## src/rtl/lfsr_gen.sv

```systemverilog
// rtl/lfsr_gen.sv - parametrised Fibonacci LFSR with seed load, lock-up guard and period measurement
// Advances STEP single shifts per enabled cycle; wrap/period are measured against the last seed (anchor).
module lfsr_gen #(
   parameter int unsigned WIDTH = 16,
   parameter logic [31:0] TAPS  = 32'h0000_B400,
   parameter bit          XNOR  = 1'b1,
   parameter logic [31:0] INIT  = 32'h0000_0000,
   parameter int unsigned STEP  = 1
) (
   input  logic             clk,
   input  logic             reset,
   input  logic             enable,
   input  logic             load,
   input  logic [WIDTH-1:0] seed_in,
   output logic [WIDTH-1:0] out,
   output logic             wrap,
   output logic [WIDTH-1:0] period,
   output logic [WIDTH-1:0] step_cnt,
   output logic             lock_err
);

   localparam logic [WIDTH-1:0] TAP_MASK = TAPS[WIDTH-1:0];
   localparam logic [WIDTH-1:0] INIT_V   = INIT[WIDTH-1:0];
   localparam logic [WIDTH-1:0] LOCKUP   = XNOR ? {WIDTH{1'b1}} : {WIDTH{1'b0}};
   localparam logic [WIDTH-1:0] CNT_MAX  = {WIDTH{1'b1}};

   logic [WIDTH-1:0] out_q, out_d;
   logic [WIDTH-1:0] anchor_q, anchor_d;
   logic [WIDTH-1:0] period_q, period_d;
   logic [WIDTH-1:0] step_cnt_q, step_cnt_d;
   logic             wrap_q, wrap_d;
   logic             lock_err_q, lock_err_d;
   logic [WIDTH-1:0] nxt;

   function automatic logic [WIDTH-1:0] shift1(input logic [WIDTH-1:0] s);
      logic fb;
      fb = (^(s & TAP_MASK)) ^ XNOR;
      return {s[WIDTH-2:0], fb};
   endfunction

   always_comb begin
      nxt = out_q;
      for (int unsigned i = 0; i < STEP; i++) begin
         nxt = shift1(nxt);
      end
   end

   always_comb begin
      out_d      = out_q;
      anchor_d   = anchor_q;
      period_d   = period_q;
      step_cnt_d = step_cnt_q;
      wrap_d     = 1'b0;
      lock_err_d = 1'b0;
      if (load) begin
         // A lock-up seed would freeze the generator, so fall back to INIT instead.
         step_cnt_d = '0;
         if (seed_in == LOCKUP) begin
            out_d      = INIT_V;
            anchor_d   = INIT_V;
            lock_err_d = 1'b1;
         end else begin
            out_d    = seed_in;
            anchor_d = seed_in;
         end
      end else if (enable) begin
         out_d = nxt;
         if (nxt == anchor_q) begin
            wrap_d     = 1'b1;
            period_d   = step_cnt_q + 1'b1;
            step_cnt_d = '0;
         end else if (step_cnt_q != CNT_MAX) begin
            step_cnt_d = step_cnt_q + 1'b1;
         end
      end
   end

   always_ff @(posedge clk) begin
      if (reset) begin
         out_q      <= INIT_V;
         anchor_q   <= INIT_V;
         period_q   <= '0;
         step_cnt_q <= '0;
         wrap_q     <= 1'b0;
         lock_err_q <= 1'b0;
      end else begin
         out_q      <= out_d;
         anchor_q   <= anchor_d;
         period_q   <= period_d;
         step_cnt_q <= step_cnt_d;
         wrap_q     <= wrap_d;
         lock_err_q <= lock_err_d;
      end
   end

   assign out      = out_q;
   assign wrap     = wrap_q;
   assign period   = period_q;
   assign step_cnt = step_cnt_q;
   assign lock_err = lock_err_q;

endmodule

```

## config.mk

```make
export PLATFORM = sky130hd
export DESIGN_NAME = lfsr_gen
export DESIGN_NICKNAME = d
export VERILOG_FILES = /design/src/rtl/lfsr_gen.sv
export SDC_FILE = /design/constraint.sdc
export NUM_CORES = 1
export LEC_CHECK = 0
export CELL_PAD_IN_SITES_DETAIL_PLACEMENT = 1
export CELL_PAD_IN_SITES_GLOBAL_PLACEMENT = 2
export CORE_MARGIN = 4
export CORE_UTILIZATION = 30
export CTS_CLUSTER_DIAMETER = 100
export DETAILED_ROUTE_END_ITERATION = 8
export PLACE_DENSITY = 0.83
export SKIP_LAST_GASP = 1
export SYNTH_ARGS = -nofsm -noshare
export SYNTH_HDL_FRONTEND = slang
export SYNTH_SLANG_ARGS = --single-unit
```

## constraint.sdc

```tcl
create_clock -name clk -period 3.05 [get_ports clk]
set_input_delay 0.305 -clock clk [delete_from_list [all_inputs] [get_ports clk]]
set_output_delay 0.305 -clock clk [all_outputs]
set_load 0.1 [all_outputs]
```

# Word level (Yosys, flattened, before mapping)
# Cells that the tools add are included.
dict set report word_totals {
  mem_bits_ro 0
  register_bits 66
  n_memories 0
  latchBits 0
  out_inout_bits 50
  in_bits 20
  ram_bits 0
  wordCells 28
}
dict set report classes {
  n_mux 7
  magnitude_cmp 0
  n_addsub 1
  mul 0
  div_mod_pow 0
  n_shift 0
  n_bitwise 3
  eq_ne 3
  reduce_logical 8
}
# op count
set op_table {}
lappend op_table {{$mux 16} 5}
lappend op_table {{$add 16x1->16 const B} 1}
lappend op_table {{$eq 16x16->1} 1}
lappend op_table {{$eq 16x16->1 const B} 1}
lappend op_table {{$ne 16x16->1 const B} 1}
lappend op_table {{$reduce_xor 16->1} 1}
lappend op_table {{$reduce_bool 2->1} 2}
lappend op_table {{$reduce_or 2->1} 2}
lappend op_table {{$not 1->1} 3}
lappend op_table {{$reduce_and 3->1} 1}
lappend op_table {{$reduce_or 3->1} 1}
lappend op_table {{$mux 1} 2}
lappend op_table {{$reduce_and 2->1} 1}

# Longest topological paths before layout
# Gate-level depths: netlist (run 1).
dict set report depth {
  word_depth 5
  mapped_depth 8
  depth_no_buf 7
}

# Worst setup path before layout (run 1)
# OpenSTA, ideal clock, no wires.
dict set report synth_path {
  path_type {reg2reg}
  start {register step_cnt_q[0], in the netlist step_cnt[0]}
  end {register step_cnt_q[0], in the netlist step_cnt[0]}
  setup_slack_ps 93
  period_less_slack_ps 2957
  path_buffers 1
  stages_incl_launch_ff 9
  t_required_ps 2929
  t_arrival_ps 2836
  setup_ps 121
  cell_sequence {dfxtp_1 ha_1 nand3_4 or2_4 or4_4 buf_6 nand2_1 nor2_1 mux2_2}
}
dict set report synth_between {
  elab_chain_len 3
  elab_cells_between_ends 6
  cone_classes {add/sub: 1; eq/ne: 1; mux: 2; reduce/logical: 2}
}
# item line_no
set synth_lines {}
lappend synth_lines {{from (decl)} 30} ;# logic [WIDTH-1:0] step_cnt_q, step_cnt_d;
lappend synth_lines {{from (signal assigned)} 90} ;# step_cnt_q <= step_cnt_d;
lappend synth_lines {{$add 16x1->16 or $ne 16x16->1 (tied branches)} {73, 72}}
lappend synth_lines {{$mux 16 or $reduce_bool 2->1 (tied branches)} n/a}
lappend synth_lines {{$mux 16 or $reduce_and 2->1 (tied branches)} n/a}
# Parallel ways exist; a longest one is shown, timed or not. The select of a mux whose other input is x is not followed.
# A chain may end at the register's enable or synchronous reset.

# Worst setup path in the final report (run 1)
# Ends and elaborated chain as after synthesis.

==> impl_metrics.toml, run 1 <==
[critical_path]
r2r_setup_slack_ps = 610
r2r_end = "step_cnt[0]$_SDFFE_PP0P_"
cp_max_fo = 11
path_cells = "ha_1, nand3_4, or2_4, or4_4, o21ai_1, mux2_2"
worst_path_max_delay_cell = "or4_4"
startpoint_type = "flop"
r2r_start = "step_cnt[0]$_SDFFE_PP0P_"
cp-end-kind = "flop"
cpPeakStageDelay_ps = 630
worstPathRequired_ps = 3340
path_class = "reg -> reg"
arrival_ps = 2730
reg2reg_depth = 6

[drt]
vias = 2771
drt-initial-drc-count = 87
wl_um = 9540
ant_nets = 0
drc = 0
dr.pass1.iters = 4
viasPerCell = 5.10
drt-wirelength-per-cell_um = 17.6

[final_layout]
nets = 426
antenna_cells = 0
fill_cells = 1171
area_growth_pct = 33.2
seq_area_sq_mm = 0.00132
final_common_cell = "dfxtp_1"
multi_input_area_sq_mm = 0.00163
layout_common_cells = "dfxtp_1 (66), nor2_1 (56), buf_4 (47)"
post_route_cells_drive_above_1_share_pct = 19.8

[clock_network]
cts_setup_buffers = 0
cts_hold_buf = 0
cts_buffers = 9
cts_tree = "yes"
cts-root-buf = "clkbuf_8"
cts_resized = 0
clk_pin_slew_ps = 80
clock-sinks = 66
clk_latency_ps = 340
cts_max_path_buffers = 2
h-tree-depth = 3

[floorplan]
die_h_um = 109
die_w_um = 109
io_pins = 70
core_sq_mm = 0.00982
num_rows = 36
floorplan.initialDensity_pct = 31.0
dieArea_sq_mm = 0.0118

[grt]
grt_max_degree = 32
antenna_found_initial = 0
grt_pass1_vias = 2927
grt_pass1_wl_um = 15600
grt_overflow = 0
grt_usage_pct = 17.0

[hold_path]
holdPathEnd = "period[13]$_SDFFE_PP0P_"
holdPathStages = 2
min_from = "period[13]$_SDFFE_PP0P_"
hp-class = "reg -> reg"

[timing]
slew_headroom_pct = 22.0
min_period_over_period_pct = 80.1
fin_setup_tns_ps = 0
clock.fmax_mhz = 409
period_needed_ps = 2440
worst_pin_slew_ps = 1170
setup-violations-final = 0
hold_viol = 0
skew_ps = 12.1
fin_ws_ps = 608
rsz0062_at_grt = "no"
slew_viol_final = 0

[yosys]
synth_compound_area_share_pct = 17.5
syn-num-nets = 357
ys_types = 48
postSynthCellCount = 336
netlist_area_sq_mm = 0.00304
syn_area_per_cell_sq_um = 9.06
synthSimpleGateAreaFrac_pct = 20.1
ys_ff_latch = 66
synthAdderAreaFrac_pct = 0.411
synth_seq_area_share_pct = 43.4
muxShareOfSynthArea_pct = 6.33
synth_top_family_by_area = "simple AND/OR/NAND/NOR gates"
synth-warning-count = 0
synth_top_flop_cell = "dfxtp_1"
synth_edf_count = 0
synth-async-reset-ratio_pct = 0
synth-xor-area-share_pct = 8.92

[power_and_ir_drop]
pwr-share-comb_pct = 13.8
powerDensity_mw_per_mm2 = 546
p_sw_mw = 0.602
p_int_mw = 1.61
power_leakage_nw = 1.64
peakVddDrop_mv = 0.194
p_clk_share_pct = 44.8
seqPwrFrac_pct = 41.4
power_mw = 2.21
switching_share_pct = 27.2

[place]
post-place-ws_ps = 613
io_buffer_count = 69
hpwl_um = 6820
gp_congestion = 0.814

[outcome]
status = "complete, no violations"

[job]
cap_violations = 0
-- worst max-delay path by stage --
stage                              from                  endpoint  slack, ps  cells after the start
6_report       step_cnt[0]$_SDFFE_PP0P_  step_cnt[0]$_SDFFE_PP0P_        610                      6
5_1_grt        step_cnt[0]$_SDFFE_PP0P_  step_cnt[0]$_SDFFE_PP0P_        460                      6
4_1_cts        step_cnt[0]$_SDFFE_PP0P_  step_cnt[0]$_SDFFE_PP0P_        580                      6
3_5_place_dp   step_cnt[0]$_SDFFE_PP0P_  step_cnt[0]$_SDFFE_PP0P_        610                      6
3_3_place_gp   step_cnt[0]$_SDFFE_PP0P_  step_cnt[0]$_SDFFE_PP0P_        650                      6
2_1_floorplan  step_cnt[0]$_SDFFE_PP0P_  step_cnt[0]$_SDFFE_PP0P_         90                      8
-- layout make-up --
type / count / area share (%)
inverters: 2 / 0.185
well taps: 133 / 4.10
multi-input cells: 248 / 40.2
repair buffers: 78 / 16.4
clock inverters: 7 / 3.49
clock buffers: 9 / 3.06
flip-flops and latches: 66 / 32.6
-- metrics by stage --
stage	hold slack, ps	instance area (sq um)	utilization (%)	std cells
floorplan	438	3040	-	336
global placement	476	3790	38.6	527
detailed placement	478	3790	38.6	527
CTS	502	4050	41.3	543
global route	525	4050	41.3	543
finish	503	4050	41.3	543
-- critical path: cells and delay by family, from the launching register on --
kind / cells / cell delay (ps)
AND/OR/NAND/NOR: 3 / 1030
AO/OA/AOI/OAI: 1 / 380
adder cells (fa/ha/maj): 1 / 310
flip-flops: 1 / 440
multiplexers: 1 / 220
-- flip-flops by register name, indices dropped and copies added (netlist names) --
register	count
wrap	1
period	16
lock_err	1
step_cnt	16
anchor_q	16
out	16
-- layer usage --
metal  vias to the layer above  share of wire (%)  GRT usage, %
met5                         -                  0             0
met4                         0                1.0          6.49
met3                         8                3.5          3.37
met2                        51                 48          28.0
met1                      1373                 47          22.0
li1                       1339                  -             -
-- power by group through the flow --
stage | Combinational (mW) | Clock (mW) | Sequential (mW)
floorplan | 0.109 | 0 | 1.03
global placement | 0.303 | 0 | 0.937
detailed placement | 0.307 | 0 | 0.937
CTS | 0.308 | 1.02 | 0.917
global route | 0.325 | 1.06 | 0.922
finish | 0.306 | 0.991 | 0.917
-- synth_stat cells (3+ instances only) --
master      n  area [sq um]
dfxtp_1    66          1320
nor2_1     56           210
xor2_1     22           193
a21oi_1    21           105
a22o_1     21           184
mux2i_1    17           170
nand2_1    15          56.3
a211oi_1   12          90.1
clkbuf_1   12          45.0
xnor2_1     9          78.8
nand4_1     8          50.1
nor3_1      7          35.0
nor2b_1     5          31.3
o21ai_1     5          25.0
nand3_1     4          20.0
nor4_1      4          25.0
or3_2       4          30.0
a31oi_1     3          18.8
o2bb2ai_1   3          26.3
-- kinds of logic after synthesis --
group,after synthesis
DFF,66
muxes,19
AOI/OAI and AO/OA,75
and+or+nand+nor,122
xor gates and xnor gates,31
adders and majority gates,1
buffers and inverters,22
(Power assumes the default switching activity.)
==> run 2: changes to the inputs <==
==> constraint.sdc (replaced) <==
create_clock -name clk -period 2.55 [get_ports clk]
set_input_delay 0.255 -clock clk [delete_from_list [all_inputs] [get_ports clk]]
set_output_delay 0.255 -clock clk [all_outputs]
set_load 0.1 [all_outputs]
==> impl_metrics.toml, run 2 (synthesized netlist as in run 1, its figures left out) <==
[drt]
viasPerCell = 5.05
vias = 2752
drc = 0
drt-initial-drc-count = 69
dr.pass1.iters = 4
wl_um = 9480
ant_nets = 0
drt-wirelength-per-cell_um = 17.4

[floorplan]
dieArea_sq_mm = 0.0118
die_h_um = 109
core_sq_mm = 0.00982
die_w_um = 109
num_rows = 36
floorplan.initialDensity_pct = 31.0
io_pins = 70

[final_layout]
nets = 428
antenna_cells = 0
final_common_cell = "buf_4"
post_route_cells_drive_above_1_share_pct = 25.5
instances_no_fill = 545
area_growth_pct = 31.9
layout_common_cells = "buf_4 (61), nor2_1 (56), dfxtp_1 (56)"

[clock_network]
cts_resized = 0
clk_pin_slew_ps = 80
cts_setup_buffers = 0
clock-sinks = 66
h-tree-depth = 3
cts_tree = "yes"
cts_max_path_buffers = 2
cts-root-buf = "clkbuf_8"
clk_latency_ps = 350
cts_buffers = 9
cts_hold_buf = 0

[timing]
skew_ps = 8.21
min_period_over_period_pct = 91.5
setup-violations-final = 0
hold_viol = 0
fin_ws_ps = 216
slew_viol_final = 0
rsz0062_at_grt = "no"
fin_setup_tns_ps = 0
worst_pin_slew_ps = 1170
clock.fmax_mhz = 428
slew_headroom_pct = 22.1
period_needed_ps = 2330

[power_and_ir_drop]
peakVddDrop_mv = 0.238
powerDensity_mw_per_mm2 = 616
power_leakage_nw = 1.67

[grt]
antenna_found_initial = 0
grt_pass1_wl_um = 15400
grt_max_degree = 20
grt_pass1_vias = 2881
grt_usage_pct = 16.8
grt_overflow = 0

[place]
io_buffer_count = 69
gp_congestion = 0.783
hpwl_um = 6930
dpl.cell_count = 529
post-place-ws_ps = 131

[outcome]
status = "complete, no violations"

[critical_path]
cp-end-kind = "flop"
startpoint_type = "flop"
r2r_setup_slack_ps = 220
worstPathRequired_ps = 2790
cp_max_fo = 9
path_class = "reg -> reg"
arrival_ps = 2580

[job]
cap_violations = 0

[hold_path]
hp-class = "reg -> reg"
run 2: cell count changes in the layout (fill, tap and decap cells not counted), sizes merged:
| cell | previous run | this run |
|---|---|---|
| buf | 47 | 61 |
| clkdlybuf4s50 | 31 | 19 |
| inv | 2 | 5 |
| bufinv | 4 | 2 |
| clkinvlp | 1 | 0 |
run 2: final timing paths:
path                                start                   endpoint  cells after the start
setup / recovery     out[11]$_SDFFE_PP0P_  step_cnt[12]$_SDFFE_PP0P_                      7
hold / removal    period[14]$_SDFFE_PP0P_    period[14]$_SDFFE_PP0P_                      2
setup reg to reg     out[11]$_SDFFE_PP0P_  step_cnt[12]$_SDFFE_PP0P_                      7
hold reg to reg   period[14]$_SDFFE_PP0P_    period[14]$_SDFFE_PP0P_                      2
run 2: per-stage QoR:
step                      util, %  total power [mW]  area (sq um)  hold slack [ps]
after floorplan                 -              1.36          3060              388
after global routing         40.9              2.58          4020              522
after global placement       38.6              1.48          3790              475
final                        40.9              2.47          4020              502
after detailed placement     38.6              1.49          3790              479
after CTS                    40.9              2.51          4020              506
run 2: area by class of cell:
class,count,area (sq um)
fillers,1199,5800
flip-flops and latches,66,1340
clock inverters,7,100
well taps,133,166
repair buffers,80,648
inverters,2,7.51
multi-input cells,248,1630
clock buffers,9,124
run 2: layer usage:
layer	track usage, %	wire length [um]	vias to the layer above
met5	0	0	-
met4	6.58	144	0
met3	2.96	392	10
met2	27.9	4550	61
met1	21.7	4390	1342
li1	-	-	1339
run 2: where the power goes:
part / total, mW / switching [mW] / internal, mW
logic: 0.367 / 0.248 / 0.118
clock network: 1.01 / 0.452 / 0.561
registers: 1.09 / 0.0332 / 1.06
total: 2.47 / 0.734 / 1.74
run 2: critical path: stages (launching register included):
cell and delay (ps):
dfxtp_1 360, xor2_1 170, nor4_1 370, nand4_1 290
o21ai_2 450, buf_4 240, o21ai_0 90, mux2_2 270
